## config.mk

```make
export PLATFORM = sky130hd
export DESIGN_NAME = mbist_bg_seq
export DESIGN_NICKNAME = d
export VERILOG_FILES = /design/src/rtl/mbist_bg_pkg.sv /design/src/rtl/mbist_bg_pattern.sv /design/src/rtl/mbist_bg_seq.sv
export SDC_FILE = /design/constraint.sdc
export NUM_CORES = 1
export LEC_CHECK = 0
export CAP_MARGIN = 20
export CORE_MARGIN = 3
export CORE_UTILIZATION = 49
export DETAILED_ROUTE_END_ITERATION = 12
export GPL_ROUTABILITY_DRIVEN = 0
export HOLD_SLACK_MARGIN = 0.03
export PLACE_DENSITY = 0.8
export RECOVER_POWER = 50
export SLEW_MARGIN = 10
export SYNTH_ARGS = -nofsm -noshare
export SYNTH_HDL_FRONTEND = slang
export SYNTH_HIERARCHICAL = 1
export SYNTH_SLANG_ARGS = --single-unit
```

## constraint.sdc

```tcl
create_clock -name clk -period 3.3 [get_ports clk]
set_input_delay 0.99 -clock clk [delete_from_list [all_inputs] [get_ports clk]]
set_output_delay 0.99 -clock clk [all_outputs]
set_load 0.1 [all_outputs]
```

## src/rtl/mbist_bg_pkg.sv

```systemverilog
// Shared types and constants for the MBIST data-background sequencer.
// Holds the sequencer state encoding, the base background indices and the background count.
package mbist_bg_pkg;

  typedef enum logic [1:0] {
    IDLE = 2'd0,
    RUN  = 2'd1,
    DONE = 2'd2
  } bg_state_e;

  localparam int BG_CHK      = 0;
  localparam int BG_CHK_N    = 1;
  localparam int BG_HI       = 2;
  localparam int BG_LO       = 3;
  localparam int BG_ZERO     = 4;
  localparam int BG_ONE      = 5;
  localparam int BG_WALK1    = 6;
  localparam int NUM_BASE_BG = 6;

  // The walking backgrounds contribute one walking-1 and one walking-0 word per data bit.
  function automatic int calc_num_bg(input int data_w, input bit walk_en);
    return NUM_BASE_BG + (walk_en ? 2 * data_w : 0);
  endfunction

endpackage

```

## src/rtl/mbist_bg_pattern.sv

```systemverilog
// Combinational background decoder: maps a background index to its DATA_W-bit word.
// Any index outside the background map decodes to all zeros, so the output is never X.
module mbist_bg_pattern
  import mbist_bg_pkg::*;
#(
  parameter int DATA_W = 8,
  parameter int IDX_W  = 5
) (
  input  logic [IDX_W-1:0]  idx_i,
  output logic [DATA_W-1:0] pat_o
);

  localparam int BG_WALK0 = BG_WALK1 + DATA_W;
  localparam int BG_END   = BG_WALK1 + 2 * DATA_W;

  int idx_int;
  assign idx_int = int'(idx_i);

  // Each output bit is decoded independently from the index.
  for (genvar gi = 0; gi < DATA_W; gi++) begin : g_bit
    assign pat_o[gi] = ((idx_int == BG_CHK)   && (gi % 2 == 1))
                    || ((idx_int == BG_CHK_N) && (gi % 2 == 0))
                    || ((idx_int == BG_HI)    && (gi >= DATA_W / 2))
                    || ((idx_int == BG_LO)    && (gi <  DATA_W / 2))
                    ||  (idx_int == BG_ONE)
                    ||  (idx_int == BG_WALK1 + gi)
                    || ((idx_int >= BG_WALK0) && (idx_int < BG_END)
                        && (idx_int != BG_WALK0 + gi));
  end

endmodule

```

## src/rtl/mbist_bg_seq.sv

```systemverilog
// MBIST data-background sequencer: steps through the background map under a start/advance
// handshake, either sweeping every background or presenting one selected background.
module mbist_bg_seq
  import mbist_bg_pkg::*;
#(
  parameter int DATA_W  = 8,
  parameter int WALK_EN = 1,
  parameter int NUM_BG  = calc_num_bg(DATA_W, WALK_EN != 0),
  parameter int IDX_W   = $clog2(NUM_BG)
) (
  input  logic              clk,
  input  logic              rst_n,
  input  logic              start,
  input  logic              mode,
  input  logic [IDX_W-1:0]  sel,
  input  logic              adv,
  input  logic              abort,
  output logic [DATA_W-1:0] bg_data,
  output logic [DATA_W-1:0] bg_data_n,
  output logic [IDX_W-1:0]  bg_idx,
  output logic              bg_valid,
  output logic              bg_last,
  output logic              done,
  output logic              err
);

  localparam logic [IDX_W-1:0] LAST_IDX = IDX_W'(NUM_BG - 1);

  bg_state_e         state_q, state_d;
  logic [IDX_W-1:0]  idx_q, idx_d;
  logic [DATA_W-1:0] data_q;
  logic [DATA_W-1:0] pat;
  logic              valid_q, valid_d;
  logic              last_q, last_d;
  logic              done_q, done_d;
  logic              err_q, err_d;
  logic              load_pat;

  // Decode the next index so the pattern lands in the register together with it.
  mbist_bg_pattern #(
    .DATA_W (DATA_W),
    .IDX_W  (IDX_W)
  ) u_pattern (
    .idx_i (idx_d),
    .pat_o (pat)
  );

  always_comb begin
    state_d  = state_q;
    idx_d    = idx_q;
    valid_d  = valid_q;
    last_d   = last_q;
    done_d   = 1'b0;
    err_d    = 1'b0;
    load_pat = 1'b0;
    if (abort) begin
      state_d = IDLE;
      valid_d = 1'b0;
      last_d  = 1'b0;
    end else begin
      case (state_q)
        IDLE: begin
          if (start) begin
            if (!mode) begin
              idx_d    = '0;
              load_pat = 1'b1;
              valid_d  = 1'b1;
              last_d   = 1'b0;
              state_d  = RUN;
            end else if (sel <= LAST_IDX) begin
              idx_d    = sel;
              load_pat = 1'b1;
              valid_d  = 1'b1;
              last_d   = 1'b1;
              state_d  = RUN;
            end else begin
              err_d = 1'b1;
            end
          end
        end
        RUN: begin
          if (adv) begin
            if (last_q) begin
              state_d = DONE;
              valid_d = 1'b0;
              last_d  = 1'b0;
              done_d  = 1'b1;
            end else begin
              // last_q stays low in a sweep until LAST_IDX, so this never wraps.
              idx_d    = idx_q + IDX_W'(1);
              load_pat = 1'b1;
              last_d   = (idx_d == LAST_IDX);
            end
          end
        end
        DONE:    state_d = IDLE;
        default: state_d = IDLE;
      endcase
    end
  end

  always_ff @(posedge clk or negedge rst_n) begin
    if (!rst_n) begin
      state_q <= IDLE;
      idx_q   <= '0;
      data_q  <= '0;
      valid_q <= 1'b0;
      last_q  <= 1'b0;
      done_q  <= 1'b0;
      err_q   <= 1'b0;
    end else begin
      state_q <= state_d;
      idx_q   <= idx_d;
      valid_q <= valid_d;
      last_q  <= last_d;
      done_q  <= done_d;
      err_q   <= err_d;
      if (load_pat) begin
        data_q <= pat;
      end
    end
  end

  assign bg_data   = data_q;
  assign bg_data_n = ~data_q;
  assign bg_idx    = idx_q;
  assign bg_valid  = valid_q;
  assign bg_last   = last_q;
  assign done      = done_q;
  assign err       = err_q;

endmodule

```

; Yosys cells after proc, flatten, opt, wreduce, memory -nomap -nowiden
; Index checks and enable logic that the tools add are counted.
[totals]
out_inout_bits = 25
elab_cells = 120
regBits = 19
[classes]
bitwise = 1
add_sub_neg = 1
reduce_logical = 39
mux = 43
magnitude_cmp = 3
n_eq_ne = 26
[op_table]
columns = cell, count
row1 = "!= test 5 bit, second input constant", 8
row2 = "== test 5 bit, second input constant", 7
row3 = zero test 32 bit, 1
row4 = two-way mux 5 bit, 6
row5 = two-way mux 1 bit, 26
row6 = logical OR 1 bit, 24
row7 = "== test 5 x 4 -> 1 bit, second input constant", 3
row8 = two-way mux 2 bit, 6
row9 = "== test 5 x 3 -> 1 bit, second input constant", 2
row10 = case mux 5 bit (2 select lines), 1
row11 = logical AND 1 bit, 9
row12 = "!= test 3 bit, second input constant", 3
row13 = NOT 8 bit, 1
row14 = AND reduction 4 bit, 2
row15 = case mux 1 bit (2 select lines), 3
row16 = "adder 5 x 1 -> 5 bit, second input constant", 1
row17 = "== test 5 x 2 -> 1 bit, second input constant", 1
row18 = ">= comparator 5 x 4 -> 1 bit, second input constant", 1
row19 = "less-or-equal comparator 5 bit, second input constant", 1
row20 = "< comparator 5 bit, second input constant", 1
row21 = AND reduction 5 bit, 1
row22 = "!= test 4 bit, second input constant", 1
row23 = case mux 2 bit (2 select lines), 1
row24 = nonzero test 3 bit, 1
row25 = 2 further kinds, 2

; Longest topological paths before layout
; Gate-level depths: netlist of the first run.
[logic_depth]
word_depth = 11
ltp_mapped = 10

; Modules after synthesis
; The synthesis of the first run kept the hierarchy.
[by_module_without_submodules]
columns = mod, area_per_inst_um2, cells_per_inst, seq_area_each_um2, instances
row1 = mbist_bg_seq, 1058.5, 104, 475.5, 1
row2 = mbist_bg_pattern, 337.8, 48, 0.0, 1

; Least setup slack after synthesis of the first run
; Ideal clock, no wire load.
[synth_path]
kind = register to register
start = reg idx_q[1], in the netlist bg_idx[1]
end = reg data_q[3], in the netlist bg_data[3]
slack_ns = 0.374
path_stages_with_launch = 11
t_arrival_ns = 2.800
n_path_buf = 1
setup_ns = 0.126
cell_sequence = dfrtp_1 -> ha_1 -> and3_1 -> a32oi_1 -> o31ai_1 -> o41ai_1 -> buf_2 -> nor2_1 -> a2bb2oi_1 -> a22o_1 -> mux2_2
[synth_between]
elab_chain_cells = 10
word_cells_on_any_way = 21
cone_classes = 1 x add/sub / 2 x order compare / 4 x eq/ne / 7 x mux / 7 x reduce/logical
[synth_lines]
columns = item, line_no
row1 = from (decl), mbist_bg_seq.sv:30  ; logic [IDX_W-1:0] idx_q, idx_d;
row2 = from (signal assigned), mbist_bg_seq.sv:113  ; idx_q <= idx_d;
row3 = adder 5 x 1 -> 5 bit (*), mbist_bg_seq.sv:90  ; idx_d = idx_q + IDX_W'(1);
row4 = two-way mux 5 bit (*), mbist_bg_seq.sv:83  ; if (last_q) begin
row5 = two-way mux 5 bit (*), mbist_bg_seq.sv:82  ; if (adv) begin
row6 = case mux 5 bit (2 select lines) (*), mbist_bg_seq.sv:61  ; case (state_q)
row7 = two-way mux 5 bit (*), mbist_bg_seq.sv:56  ; if (abort) begin
row8 = net idx_d[4], mbist_bg_seq.sv:30
row9 = "parallel branches: the longest is 4 deep, another holds >= comparator 5 x 4 -> 1 bit", -
row10 = logical OR 1 bit (*), mbist_bg_pattern.sv:27  ; || ((idx_int >= BG_WALK0) && (idx_int < BG_END)
row11 = net pat[3], mbist_bg_seq.sv:32  ; logic [DATA_W-1:0] pat;
row12 = to (signal assigned), mbist_bg_seq.sv:119  ; data_q <= pat;
row13 = to (decl), mbist_bg_seq.sv:31  ; logic [DATA_W-1:0] data_q;
; Mark *: on every way through the listed nets, which the timed path passes.
; A chain may end at the register's enable or synchronous reset.

; Worst setup path after layout of the first run
[layout_path]
start = in sel[4]
end = reg data_q[1], in the netlist bg_data[1]
[layout_between]
elab_chain_cells = 11
word_cells_on_any_way = 24
cone_classes = 3 x order compare / 4 x eq/ne / 10 x mux / 7 x reduce/logical
[layout_lines]
columns = item, line_no
row1 = from (decl), mbist_bg_seq.sv:15  ; input logic [IDX_W-1:0] sel,
row2 = less-or-equal comparator 5 bit (*), mbist_bg_seq.sv:70  ; end else if (sel <= LAST_IDX) begin
row3 = two-way mux 5 bit (*), mbist_bg_seq.sv:70
row4 = two-way mux 5 bit (*), mbist_bg_seq.sv:64  ; if (!mode) begin
row5 = two-way mux 5 bit (*), mbist_bg_seq.sv:63  ; if (start) begin
row6 = case mux 5 bit (2 select lines) (*), mbist_bg_seq.sv:61
row7 = two-way mux 5 bit (*), mbist_bg_seq.sv:56
row8 = net idx_d[1], mbist_bg_seq.sv:30
row9 = "parallel branches: the longest is 4 deep, another holds >= comparator 5 x 4 -> 1 bit", -
row10 = logical OR 1 bit (*), mbist_bg_pattern.sv:27
row11 = net pat[1], mbist_bg_seq.sv:32
; Marked as above.

==> results of run 1 <==
-- critical path: stages --
cell and delay (ps):
clkdlybuf4s50_1 510, nand2_1 140, o21a_1 210, o21ai_0 290
a221o_1 340, buf_4 190, nand2_4 50, a221oi_2 250
o22ai_1 110, mux2_2 260
-- cells by family after synthesis --
logic type      after synthesis
xor+xnor                      3
compound gates               48
flops                        19
buf+inv                      23
mux                          10
fa+ha+maj                     2
simple gates                 47
-- layout by cell type (no fill, tap or decap), types with 3 or more instances in the layout --
| master | netlist | routed |
|---|---|---|
| a21oi_1 | 6 | 6 |
| buf_4 | 1 | 51 |
| clkbuf_1 | 1 | 10 |
| clkbuf_4 | 0 | 3 |
| clkdlybuf4s50_1 | 0 | 9 |
| dfrtp_1 | 19 | 19 |
| inv_1 | 15 | 15 |
| mux2_2 | 10 | 10 |
| nand2_1 | 8 | 8 |
| nand2b_1 | 4 | 4 |
| nand3_1 | 7 | 7 |
| nor2_1 | 6 | 5 |
| nor2b_1 | 4 | 4 |
| nor3_1 | 3 | 3 |
| o211ai_1 | 5 | 5 |
| o21ai_0 | 9 | 9 |
| xnor2_1 | 3 | 3 |
-- per-layer routing --
layer	track usage, %	part of all wire (%)	vias up
met3	3.268	7.0	12
met5	0	0	-
met4	12.62	2.9	0
met2	38.69	48	58
met1	26.77	42	641
li1	-	-	688
-- worst paths after layout --
kind	from	end	slack, ps	depth (start not counted)
max	sel[4]	bg_data[1]	150	10
max in group asynchronous	rst_n	bg_data[5]	1460	1
max reg2reg	state_q[0]	bg_data[3]	770	10
min reg2reg	bg_data[6]	bg_data[6]	550	1
min in group asynchronous	rst_n	state_q[1]	1270	1
min	bg_data[6]	bg_data[6]	550	1
-- through the flow --
stage	cells	TNS (ps)	hold WS, ps
2_1_floorplan	152	0	560.0
4_1_cts	248	0	556.3
6_report	248	0	546.9
3_3_place_gp	244	-300.6	516.9
3_5_place_dp	244	-464.7	526.3
5_1_grt	248	0	572.7
-- final cells by class --
type,instances,area share (%)
Multi-Input combinational cell,110,42.05
Timing Repair Buffer,70,26.92
Sequential cell,19,24.77
Inverter,15,2.934
Tap cell,30,1.956
Clock buffer,4,1.369
-- sequential cells by signal, summed over array words and instances, names as in the netlist --
name	count
bg_data	8
bg_idx	5
state_q	2
bg_last	1
bg_valid	1
done	1
err	1
==> results.toml, run 1 <==
[synthesis]
synth_simple_gate_area_share_pct = 20.25
synth_warnings = 6
synth_top_area_share_pct = 34.05
synth_most_common_cell = "dfrtp_1"
synth_flop_cell = "dfrtp_1"
yosysSeqAreaShare_pct = 34.05
synth-edff-count = 0
synth_adder_area_share_pct = 1.792
synth_top_family_by_area = "compound AO/OA/AOI/OAI gates"
synth_compound_area_share_pct = 25.63
synth.area.top_cells = "dfrtp_1, mux2_2, inv_1"
syn_area_um2 = 1396
synth_top_cell_by_area = "dfrtp_1"
async_flop_share_pct = 100.0
synth_xor_area_share_pct = 1.882
syn_avg_cell_area_um2 = 9.186
ys_types = 51
ys_ff_latch = 19
synthCells = 152
synth_mux_area_share_pct = 8.065
synth_nets = 165
ys_top_cells_by_count = "dfrtp_1, inv_1, mux2_2, o21ai_0, nand2_1"

[floorplan]
fp.dieArea_um2 = 3526
core_um2 = 2590
dieHeight_um = 59.38
die_w_um = 59.38
initial_core_util_pct = 53.91
io_pins = 36
fp-row-count = 18

[cts]
insertion_delay_ps = 290
numCtsBuffers = 3
clkSinkCount = 19
ctsResizeCount = 0
cts_tree = "built"
clk_pin_slew_worst_paths_ps = 110
hold_buffers = 0
htreeDepth = 1
root_buffer = "clkbuf_4"
clk_path_buf_depth = 2
cts_setup_buffers = 0

[flow_run]
drv_cap = 0

[cells_and_area]
nFillCells = 215
fin_util_pct = 74.11
final_area_um2 = 1919
antenna_cells = 0
area_delta_synth_final_pct = 37.46
multi_input_area_um2 = 807.0
nNetsFinal = 232
drive_gt1_share_pct = 33.49
seq_area_um2 = 475.5

[critical_path]
critPathMaxFanout = 7
critPathArrivalTime_ps = 3340
critical_path_required_ps = 3490
start_kind = "primary input"
worst_setup_path_end_kind = "flip-flop"
critPathKind = "in -> reg"

[placed_design]
dp_slack_ps = -134.5
place_area_um2 = 1924
io_buffers = 35
place.detailed.hpwl_mm = 2.823

[timing]
min_period_over_period_pct = 95.48
slew_headroom_pct = 22.10
hold_violations = 0
grt_setup_unrepaired = "false"
worstMarginPinSlew_ps = 1174
fin_skew_ps = 7.483
setup_viol = 0
slew_viol_final = 0
fin_crit_ps = 3151
setup_slack_ps = 149.2
fmax_ghz = 0.3174

[global_route]
grt_pass1_vias = 1334
grt_max_degree = 20
grt_usage_pct = 22.60
grt_overflow = 0
antenna_found_initial = 0
grt_pass1_wl_mm = 5.989

[drt]
antenna_left = 0
drc_errors = 0
firstDrtPassIters = 4
vias_per_cell = 5.641
wl_mm = 3.704
wl_per_cell_um = 14.94
drt_iter0_drc = 75
vias = 1399

[run_status]
status = "completed"

[worst_hold_path]
hold_class = "reg -> reg"
Power of run 1 is left out: the tool's default activity adds up to more than one toggle a clock period on the data nets, which glitch-free logic cannot reach.
==> inputs of run 2 (changes only) <==
--- a/config.mk
+++ b/config.mk
@@ -5,6 +5,7 @@
 export SDC_FILE = /design/constraint.sdc
 export NUM_CORES = 1
 export LEC_CHECK = 0
+export ABC_CLOCK_PERIOD_IN_PS = 3300
 export CAP_MARGIN = 20
 export CORE_MARGIN = 3
 export CORE_UTILIZATION = 49
@@ -13,7 +14,7 @@
 export HOLD_SLACK_MARGIN = 0.03
 export PLACE_DENSITY = 0.8
 export RECOVER_POWER = 50
-export SLEW_MARGIN = 10
+export SLEW_MARGIN = 15
 export SYNTH_ARGS = -nofsm -noshare
 export SYNTH_HDL_FRONTEND = slang
 export SYNTH_HIERARCHICAL = 1
==> results of run 2 <==
Same layout as run 1: the final DEF is identical, and so are final timing and power.
Power of run 2 is left out for the same reason.
